## config.mk

```make
export PLATFORM = sky130hd
export DESIGN_NAME = sw_conditioner
export DESIGN_NICKNAME = d
export VERILOG_FILES = /design/src/rtl/sw_conditioner.sv
export SDC_FILE = /design/constraint.sdc
export NUM_CORES = 1
export LEC_CHECK = 0
export CORE_MARGIN = 4
export CORE_UTILIZATION = 24
export CTS_CLUSTER_DIAMETER = 150
export DETAILED_ROUTE_END_ITERATION = 8
export PLACE_DENSITY = 0.46
export SYNTH_ARGS = -nofsm -noshare
export SYNTH_HDL_FRONTEND = slang
export SYNTH_SLANG_ARGS = --single-unit
```

## constraint.sdc

```tcl
create_clock -name clk_i -period 3.95 [get_ports clk_i]
set_clock_uncertainty 0.05 [all_clocks]
set_input_delay 0.79 -clock clk_i [delete_from_list [all_inputs] [get_ports clk_i]]
set_output_delay 0.79 -clock clk_i [all_outputs]
set_load 0.1 [all_outputs]
```

## src/rtl/sw_conditioner.sv

```systemverilog
// Board switch conditioner: two-flop synchronizer, optional tick-based debounce, and
// registered per-bit edge pulses. Debounce is built only with SW_CONDITIONER_DEBOUNCE_EN.
module sw_conditioner #(
    parameter int unsigned Width   = 32,
    parameter int unsigned TickDiv = 1000,
    parameter int unsigned Stable  = 4
) (
    input  logic             clk_i,
    input  logic             rst_i,
    input  logic [Width-1:0] sw_i,
    output logic [Width-1:0] io_sw,
    output logic [Width-1:0] sw_rise,
    output logic [Width-1:0] sw_fall,
    output logic             sw_changed
);

    if (TickDiv < 2 || TickDiv > 65535) begin : g_bad_tickdiv
        $error("sw_conditioner: TickDiv out of range 2..65535");
    end
    if (Stable < 2 || Stable > 15) begin : g_bad_stable
        $error("sw_conditioner: Stable out of range 2..15");
    end

    logic [Width-1:0] sync1_q;
    logic [Width-1:0] io_q;
    logic [Width-1:0] io_d;
    logic [Width-1:0] rise_q;
    logic [Width-1:0] fall_q;
    logic             changed_q;

    always_ff @(posedge clk_i or posedge rst_i) begin
        if (rst_i) begin
            sync1_q <= '0;
        end else begin
            sync1_q <= sw_i;
        end
    end

`ifdef SW_CONDITIONER_DEBOUNCE_EN
    localparam logic [15:0] TickLast   = 16'(TickDiv - 1);
    localparam logic [3:0]  StableLast = 4'(Stable - 1);

    logic [Width-1:0]      sync2_q;
    logic [15:0]           pre_q;
    logic [15:0]           pre_d;
    logic                  tick;
    logic [Width-1:0][3:0] cnt_q;
    logic [Width-1:0][3:0] cnt_d;

    always_ff @(posedge clk_i or posedge rst_i) begin
        if (rst_i) begin
            sync2_q <= '0;
            pre_q   <= '0;
            cnt_q   <= '0;
        end else begin
            sync2_q <= sync1_q;
            pre_q   <= pre_d;
            cnt_q   <= cnt_d;
        end
    end

    always_comb begin
        tick  = (pre_q == TickLast);
        pre_d = tick ? 16'd0 : pre_q + 16'd1;
    end

    // A bit flips only after Stable consecutive ticks disagreeing with io_sw;
    // any agreeing tick restarts the run.
    always_comb begin
        io_d  = io_q;
        cnt_d = cnt_q;
        if (tick) begin
            for (int unsigned b = 0; b < Width; b++) begin
                if (sync2_q[b] == io_q[b]) begin
                    cnt_d[b] = 4'd0;
                end else if (cnt_q[b] == StableLast) begin
                    io_d[b]  = sync2_q[b];
                    cnt_d[b] = 4'd0;
                end else begin
                    cnt_d[b] = cnt_q[b] + 4'd1;
                end
            end
        end
    end
`else
    // io_q doubles as the second synchronizer flop.
    always_comb begin
        io_d = sync1_q;
    end
`endif

    always_ff @(posedge clk_i or posedge rst_i) begin
        if (rst_i) begin
            io_q      <= '0;
            rise_q    <= '0;
            fall_q    <= '0;
            changed_q <= 1'b0;
        end else begin
            io_q      <= io_d;
            rise_q    <= io_d & ~io_q;
            fall_q    <= ~io_d & io_q;
            changed_q <= |(io_d ^ io_q);
        end
    end

    always_comb begin
        io_sw      = io_q;
        sw_rise    = rise_q;
        sw_fall    = fall_q;
        sw_changed = changed_q;
    end

endmodule

```

==> flow_summary.json, run 1 <==
{
  "finish.net_count": 518,
  "r2r-start": "io_sw[8]",
  "report.final.slew_viol_count": 0,
  "clk_pin_slew_worst_paths_ns": 0.06,
  "synth_top_cell_area_share_pct": 74.4,
  "synth_sequential_area_ratio_pct": 74.4,
  "global_route.overflow_total": 0,
  "post-dp-hpwl_um": 6520,
  "worst_setup_path_start_kind": "flip-flop",
  "route.final.wire_length_um": 8880,
  "synth.distinct_cells": 6,
  "cts_hold_repair.buffers": 0,
  "io_pins": 131,
  "vias": 2373,
  "cp_slowest_stage_delay_ns": 1.15,
  "worst-path-stages": 1,
  "grt_pass1_wl_um": 14200,
  "gp_congestion": 0.705,
  "syn-instance-count": 269,
  "tritoncts_clock_tree": "yes",
  "hold_path.class": "reg2reg",
  "syn_to_layout_area_delta_pct": 52.0,
  "initial_core_util_pct": 24.7,
  "bufs_on_longest_clock_path": 2,
  "setup_viol": 0,
  "placement.cell_area_mm2": 0.00595,
  "r2r.worst_path.cells": 5,
  "reg2reg_setup_slack_ns": 2.16,
  "grt_use_met3_pct": 6.12,
  "tightest_slew_ns": 1.04,
  "finish.instance_area_mm2": 0.00660,
  "core_mm2": 0.0175,
  "crit_path_cell_trace": "clkdlybuf4s50_1",
  "drtPass1Iterations": 4,
  "cp.buffers_inverters": 1,
  "criticalPathCategory": "reg2out",
  "worst_path_dominant_cell_family": "buffers and inverters",
  "cts_resized": 0,
  "grt-busiest-layer": "met2",
  "layout_worst_path_cycle_share_pct": 70.9,
  "global_routing_usage_on_met1_pct": 10.9,
  "antenna_left": 0,
  "synthesis.area_per_instance_um2": 16.1,
  "synth_area_mm2": 0.00434,
  "grt_antenna_before_repair": 0,
  "worst_path_max_delay_cell": "sky130_fd_sc_hd__clkdlybuf4s50_1",
  "clock.fmax_mhz": 357,
  "post-layout-total-power_mw": 3.69,
  "detail_route.drc_violations": 0,
  "synth.top_cells.by_area": "sky130_fd_sc_hd__dfrtp_1, sky130_fd_sc_hd__ha_1, sky130_fd_sc_hd__inv_1, sky130_fd_sc_hd__nand4_1, sky130_fd_sc_hd__nor4_1",
  "die_w_um": 142,
  "first_global_vias": 2608,
  "cts_root_buffer": "sky130_fd_sc_hd__clkbuf_16",
  "clock_latency_ns": 0.41,
  "vdd_drop_max_mv": 0.291,
  "die-area_mm2": 0.0203,
  "htreeDepth": 4,
  "die_height_um": 142,
  "worst_hold_startpoint": "io_d[17]",
  "vias_per_cell": 3.61,
  "antennaDiodeCount": 0,
  "synth_fp_nets": 367,
  "power.static_leakage_nw": 3.24,
  "rows": 48,
  "postCtsSetupBuffers": 0,
  "layout_setup_ws_ns": 1.15,
  "period_needed_ns": 2.80,
  "power_per_cell_area_mw_per_mm2": 560,
  "rsz0062_at_grt": "no",
  "tns_ns": 0,
  "timing.max_cap.violations": 0,
  "outcome": "finished, final reports clean",
  "final_layout_size_suffix_gt1_share_pct": 8.08,
  "path_max_fanout": 3,
  "max_slew_margin_pct": 30.4,
  "critPathRequiredTime_ns": 3.11,
  "first_iter_violations": 53,
  "cp-end-kind": "primary output",
  "ys_seq_elements": 129,
  "grt.total_usage_pct": 9.39,
  "drt-wirelength-per-cell_um": 13.5,
  "synth.largest_area_cell": "sky130_fd_sc_hd__dfrtp_1",
  "worst-endpoint-arrival_ns": 1.96,
  "holdPathEnd": "io_sw[17]",
  "clock-sinks": 129,
  "final_util_pct": 37.6,
  "dp_slack_ns": 1.56,
  "global_route.usage.met2_pct": 13.5,
  "placement.io_buffers": 130,
  "number_of_clock_buffers_inserted_by_tritoncts": 17,
  "hold_path_depth": 0,
  "grt_max_degree": 75,
  "ys.warnings.count": 0,
  "report.final.hold_viol_count": 0,
  "reg2reg_to": "sw_changed"
}
==> Yosys cell counts <==
master / count
sky130_fd_sc_hd__dfrtp_1: 129
sky130_fd_sc_hd__ha_1: 64
sky130_fd_sc_hd__inv_1: 65
sky130_fd_sc_hd__nand2_1: 1
sky130_fd_sc_hd__nand4_1: 8
sky130_fd_sc_hd__nor4_1: 2
==> worst register-to-register path, cell delays in order, from the launching register on <==
cell	delay, ns
sky130_fd_sc_hd__dfrtp_1	0.37
sky130_fd_sc_hd__inv_1	0.06
sky130_fd_sc_hd__ha_1	0.27
sky130_fd_sc_hd__nand4_1	0.13
sky130_fd_sc_hd__nor4_1	0.63
sky130_fd_sc_hd__nand2_1	0.12
==> cells in the final DEF, fill, tap and decap left out <==
cell type                           n
sky130_fd_sc_hd__bufinv_16          3
sky130_fd_sc_hd__nand2_1            1
sky130_fd_sc_hd__ha_1              64
sky130_fd_sc_hd__clkdlybuf4s50_1  130
sky130_fd_sc_hd__dfrtp_1          129
sky130_fd_sc_hd__inv_1             64
sky130_fd_sc_hd__clkinv_2           2
sky130_fd_sc_hd__nor4_1             2
sky130_fd_sc_hd__clkbuf_8           7
sky130_fd_sc_hd__clkbuf_16         17
sky130_fd_sc_hd__nand4_1            8
sky130_fd_sc_hd__buf_4              1
sky130_fd_sc_hd__buf_12             1
sky130_fd_sc_hd__clkinvlp_4         4
==> per-stage QoR <==
step                      hold WS (ns)  cells
after floorplan                  0.328    269
after global placement           0.333    626
after detailed placement         0.342    626
after CTS                        0.356    658
after global routing             0.369    658
final                            0.350    658
==> how the worst max path moves through the flow <==
| stage | from | endpoint | slack, ns |
|---|---|---|---|
| 2_1_floorplan | rst_i | io_d[0] | 1.51 |
| 6_report | io_sw[13] | io_sw[13] | 1.15 |
| 3_5_place_dp | io_sw[26] | io_sw[26] | 1.56 |
| 5_1_grt | io_sw[0] | io_sw[0] | 1.06 |
| 4_1_cts | io_sw[26] | io_sw[26] | 1.11 |
| 3_3_place_gp | io_sw[26] | io_sw[26] | 1.57 |
==> registers in the layout (all words and copies together) (netlist names) <==
signal / cells
io_d: 32
io_sw: 32
sw_fall: 32
sw_rise: 32
sw_changed: 1
==> cells by family (layout without fill, tap and decap cells) <==
logic type / after synthesis / in the layout / share of synthesized area [%]
adder cells (fa/ha/maj): 64 / 64 / 18.5
AND/OR/NAND/NOR: 11 / 11 / 1.53
buffers and inverters: 65 / 229 / 5.62
flip-flops: 129 / 129 / 74.4
==> final cells by class <==
| class | instances | area (µm²) |
|---|---|---|
| clock buffer | 24 | 522 |
| clock inverter | 8 | 123 |
| fill | 1701 | 10900 |
| inverter | 65 | 248 |
| multi-input combinational | 75 | 867 |
| sequential | 129 | 3230 |
| tap | 225 | 282 |
| timing repair buffer | 132 | 1330 |
==> layer usage <==
metal	up-vias	wire length, µm
met1	1147	3650
li1	1121	-
met5	-	0
met4	0	181
met2	93	4000
met3	12	1060
==> power breakdown <==
group / switching, mW / internal, mW / leakage [nW]
clock network: 0.555 / 1.11 / 0.310
logic: 0.464 / 0.137 / 1.35
registers: 0.0370 / 1.39 / 1.58
total: 1.06 / 2.64 / 3.24
Note: power is estimated with default switching activity, not from simulation.
==> run 2: changes to the inputs <==
--- a/config.mk
+++ b/config.mk
@@ -9,7 +9,7 @@
 export CORE_UTILIZATION = 24
 export CTS_CLUSTER_DIAMETER = 150
 export DETAILED_ROUTE_END_ITERATION = 8
-export PLACE_DENSITY = 0.46
+export PLACE_DENSITY = 0.44
 export SYNTH_ARGS = -nofsm -noshare
 export SYNTH_HDL_FRONTEND = slang
 export SYNTH_SLANG_ARGS = --single-unit
==> constraint.sdc (replaced) <==
create_clock -name clk_i -period 2.6 [get_ports clk_i]
set_clock_uncertainty 0.05 [all_clocks]
set_input_delay 0.52 -clock clk_i [delete_from_list [all_inputs] [get_ports clk_i]]
set_output_delay 0.52 -clock clk_i [all_outputs]
set_load 0.1 [all_outputs]
==> flow_summary.json, run 2 (synthesis gave the netlist of run 1 again) <==
{
  "placement.cell_area_mm2": 0.00570,
  "first_iter_violations": 84,
  "layout.cells.most_common_list": "sky130_fd_sc_hd__dfrtp_1, sky130_fd_sc_hd__buf_4, sky130_fd_sc_hd__inv_1, sky130_fd_sc_hd__ha_1, sky130_fd_sc_hd__clkdlybuf4s50_1",
  "grt.total_usage_pct": 9.26,
  "detail_route.drc_violations": 0,
  "tns_ns": 0,
  "vdd_drop_max_mv": 0.420,
  "hold_path_depth": 0,
  "bufs_on_longest_clock_path": 2,
  "rows": 48,
  "clk_pin_slew_worst_paths_ns": 0.05,
  "gp_congestion": 0.719,
  "outcome": "finished, final reports clean",
  "cp.buffers_inverters": 1,
  "post-layout-total-power_mw": 5.40,
  "tightest_slew_ns": 0.765,
  "layout_worst_path_cycle_share_pct": 71.2,
  "critPathRequiredTime_ns": 2.80,
  "postCtsSetupBuffers": 0,
  "first_global_vias": 2589,
  "worst_path_max_delay_cell": "sky130_fd_sc_hd__nor4_1",
  "worst-endpoint-arrival_ns": 2.06,
  "initial_core_util_pct": 24.7,
  "worst_path_dominant_cell_family": "simple AND/OR/NAND/NOR gates",
  "die_w_um": 142,
  "grt_pass1_wl_um": 14000,
  "post-dp-hpwl_um": 6380,
  "hold_path.class": "reg2reg",
  "tritoncts_clock_tree": "yes",
  "core_mm2": 0.0175,
  "crit_path_cell_trace": "inv_1 > ha_1 > nand4_1 > nor4_1 > nand2_1",
  "cp-end-kind": "flip-flop",
  "criticalPathCategory": "reg2reg",
  "antennaDiodeCount": 0,
  "htreeDepth": 4,
  "finish.instance_area_mm2": 0.00628,
  "cts_root_buffer": "sky130_fd_sc_hd__clkbuf_16",
  "io_pins": 131,
  "timing.max_cap.violations": 0,
  "grt_antenna_before_repair": 0,
  "number_of_clock_buffers_inserted_by_tritoncts": 17,
  "clock-sinks": 129,
  "fin_worst_hold_slack_ns": 0.349,
  "die_height_um": 142,
  "power_per_cell_area_mw_per_mm2": 861,
  "power.static_leakage_nw": 3.34,
  "cts_hold_repair.buffers": 0,
  "r2r.worst_path.cells": 5,
  "drtPass1Iterations": 4,
  "worst_setup_path_start_kind": "flip-flop",
  "setup_viol": 0,
  "finish.net_count": 517,
  "vias_per_cell": 3.62,
  "report.final.hold_viol_count": 0,
  "grt_max_degree": 130,
  "drt-wirelength-per-cell_um": 13.5,
  "path_max_fanout": 3,
  "final_layout_size_suffix_gt1_share_pct": 29.1,
  "global_route.overflow_total": 0,
  "cp_slowest_stage_delay_ns": 0.63,
  "die-area_mm2": 0.0203,
  "clock_latency_ns": 0.41,
  "route.final.wire_length_um": 8840,
  "max_slew_margin_pct": 49.0,
  "final_common_cell": "sky130_fd_sc_hd__dfrtp_1",
  "syn_to_layout_area_delta_pct": 44.7,
  "period_needed_ns": 1.85,
  "vias": 2365,
  "antenna_left": 0,
  "worst-path-stages": 5,
  "report.final.slew_viol_count": 0,
  "clock.fmax_mhz": 540,
  "rsz0062_at_grt": "no",
  "placement.io_buffers": 130,
  "cts_resized": 0
}
==> run 2: worst register-to-register path, stage by stage (launching register included) <==
cell                      delay, ns
sky130_fd_sc_hd__dfrtp_1       0.38
sky130_fd_sc_hd__inv_1         0.06
sky130_fd_sc_hd__ha_1          0.28
sky130_fd_sc_hd__nand4_1       0.14
sky130_fd_sc_hd__nor4_1        0.63
sky130_fd_sc_hd__nand2_1       0.16
==> run 2: metal layers <==
| layer | up-vias | track usage [%] | wire length, µm |
|---|---|---|---|
| met2 | 90 | 13.6 | 4060 |
| li1 | 1110 | - | - |
| met5 | - | 0 | 0 |
| met4 | 0 | 5.05 | 218 |
| met3 | 15 | 6.12 | 1130 |
| met1 | 1150 | 10.2 | 3440 |
==> run 2: power by group <==
| group | switching, mW | leakage, nW | internal (mW) |
|---|---|---|---|
| Combinational | 0.704 | 1.47 | 0.180 |
| Sequential | 0.0573 | 1.58 | 2.11 |
| Clock | 0.815 | 0.285 | 1.54 |
| Total | 1.58 | 3.34 | 3.83 |
==> run 2: final cells by class <==
cell class	count	area, µm²
Clock buffer	22	464
Tap cell	225	282
Clock inverter	7	110
Multi-Input combinational cell	75	867
Fill cell	1709	11300
Sequential cell	129	3230
Timing Repair Buffer	131	1080
Inverter	65	248
==> run 2: final timing paths <==
path                         endpoint  slack [ns]  startpoint
setup / recovery           sw_changed        0.75    io_sw[8]
hold / removal               io_sw[3]        0.35     io_d[3]
setup reg to reg           sw_changed        0.75    io_sw[8]
hold reg to reg              io_sw[3]        0.35     io_d[3]
max in group asynchronous   io_sw[29]        1.31       rst_i
min in group asynchronous    io_d[30]        0.54       rst_i
==> run 2: metrics by stage <==
stage | utilization, % | cells | setup slack [ns]
after detailed placement | 32.5 | 625 | 0.671
after global routing | 35.8 | 654 | 0.598
after floorplan | - | 269 | 0.435
final | 35.8 | 654 | 0.748
after CTS | 35.8 | 654 | 0.651
after global placement | 32.5 | 625 | 0.768
==> run 3: changes to the inputs <==
==> constraint.sdc (replaced) <==
create_clock -name clk_i -period 1.79 [get_ports clk_i]
set_clock_uncertainty 0.05 [all_clocks]
set_input_delay 0.358 -clock clk_i [delete_from_list [all_inputs] [get_ports clk_i]]
set_output_delay 0.358 -clock clk_i [all_outputs]
set_load 0.1 [all_outputs]
==> flow_summary.json, run 3 (synthesis gave the netlist of run 1 again) <==
{
  "dp_slack_ns": 0.0590,
  "grt_pass1_wl_um": 14100,
  "path_max_fanout": 3,
  "bufs_on_longest_clock_path": 2,
  "report.final.slew_viol_count": 0,
  "worst_setup_path_start_kind": "flip-flop",
  "finish.instance_area_mm2": 0.00756,
  "core_mm2": 0.0175,
  "placement.io_buffers": 130,
  "reg2reg_to": "sw_changed",
  "final_common_cell": "sky130_fd_sc_hd__dfrtp_1",
  "vdd_drop_max_mv": 0.600,
  "post-dp-hpwl_um": 6890,
  "clock.fmax_mhz": 615,
  "vias": 2366,
  "tightest_slew_ns": 0.299,
  "report.final.hold_viol_count": 0,
  "criticalPathCategory": "reg2reg",
  "r2r-start": "io_sw[8]",
  "layout.cells.most_common_list": "sky130_fd_sc_hd__dfrtp_1, sky130_fd_sc_hd__buf_12, sky130_fd_sc_hd__inv_1, sky130_fd_sc_hd__ha_1, sky130_fd_sc_hd__clkdlybuf4s50_1",
  "rows": 48,
  "rsz0062_at_grt": "no",
  "cts_hold_repair.buffers": 0,
  "final_layout_size_suffix_gt1_share_pct": 30.1,
  "filler_cells": 1577,
  "number_of_clock_buffers_inserted_by_tritoncts": 17,
  "r2r.worst_path.cells": 6,
  "first_global_vias": 2606,
  "io_pins": 131,
  "antennaDiodeCount": 0,
  "post-layout-total-power_mw": 8.24,
  "drtPass1Iterations": 4,
  "global_route.overflow_total": 0,
  "grt_antenna_before_repair": 0,
  "gp_congestion": 0.683,
  "vias_per_cell": 3.58,
  "route.final.wire_length_um": 8910,
  "layout_worst_path_cycle_share_pct": 90.9,
  "tritoncts_clock_tree": "yes",
  "reg2reg_setup_slack_ns": 0.16,
  "power_per_cell_area_mw_per_mm2": 1090,
  "drt-wirelength-per-cell_um": 13.5,
  "layout_setup_ws_ns": 0.163,
  "die-area_mm2": 0.0203,
  "period_needed_ns": 1.63,
  "die_height_um": 142,
  "clock-sinks": 129,
  "die_w_um": 142,
  "first_iter_violations": 77,
  "fin_worst_hold_slack_ns": 0.212,
  "clk_pin_slew_worst_paths_ns": 0.06,
  "hold_path.class": "in2async",
  "power.static_leakage_nw": 3.75,
  "grt.total_usage_pct": 9.44,
  "grt_max_degree": 52,
  "cts_root_buffer": "sky130_fd_sc_hd__clkbuf_16",
  "clock_latency_ns": 0.40,
  "timing.max_cap.violations": 0,
  "worst-endpoint-arrival_ns": 1.85,
  "outcome": "finished, final reports clean",
  "syn_to_layout_area_delta_pct": 74.2,
  "tns_ns": 0,
  "setup_viol": 0,
  "critPathRequiredTime_ns": 2.02,
  "antenna_left": 0,
  "max_slew_margin_pct": 79.9,
  "htreeDepth": 4,
  "initial_core_util_pct": 24.7,
  "cp-end-kind": "flip-flop",
  "finish.net_count": 522,
  "placement.cell_area_mm2": 0.00697,
  "detail_route.drc_violations": 0
}
run 3: where the power goes:
group	total, mW	switching (mW)	internal, mW
clock network	3.45	1.17	2.28
registers	3.21	0.141	3.07
logic	1.58	1.03	0.554
total	8.24	2.34	5.90
run 3: timing repair:
action                                  in CTS  in global routing
buffers inserted                             0                  0
endpoints found under the setup margin       0                  1
resized for setup                            0                  1
run 3: worst max path at each step:
stage	startpoint	end	slack [ns]	depth (start not counted)
after detailed placement	io_sw[26]	sw_changed	0.06	5
after floorplan	rst_i	io_d[0]	-0.21	1
after global placement	io_sw[26]	sw_changed	0.008	5
after global routing	io_sw[8]	sw_changed	0.009	6
after CTS	io_sw[26]	sw_changed	0.05	5
final	io_sw[8]	sw_changed	0.16	6
run 3: cell type report:
class	instances	area, µm²	share of cell area, %
Sequential cell	129	3230	42.7
Timing Repair Buffer	136	2340	31.0
Multi-Input combinational cell	75	873	11.6
Clock buffer	24	482	6.37
Tap cell	225	282	3.72
Inverter	65	248	3.28
Clock inverter	6	105	1.39
run 3: per-stage QoR:
| step | instances | utilization (%) |
|---|---|---|
| final | 660 | 43.1 |
| after global routing | 660 | 43.1 |
| after CTS | 660 | 43.1 |
| after detailed placement | 630 | 39.7 |
| after global placement | 630 | 39.7 |
| after floorplan | 269 | - |
run 3: layer usage:
layer | GRT usage (%) | vias to the layer above | routed length (µm)
met2 | 14.1 | 86 | 4210
met4 | 3.90 | 0 | 135
met1 | 10.4 | 1145 | 3460
li1 | - | 1122 | -
met3 | 6.59 | 13 | 1110
met5 | 0 | - | 0
run 3: critical path, cell delays in order, from the launching register on:
cell	delay, ns
sky130_fd_sc_hd__dfrtp_1	0.41
sky130_fd_sc_hd__inv_1	0.06
sky130_fd_sc_hd__ha_1	0.27
sky130_fd_sc_hd__nand4_1	0.14
sky130_fd_sc_hd__nor4_1	0.35
sky130_fd_sc_hd__buf_4	0.16
sky130_fd_sc_hd__nand2_1	0.05
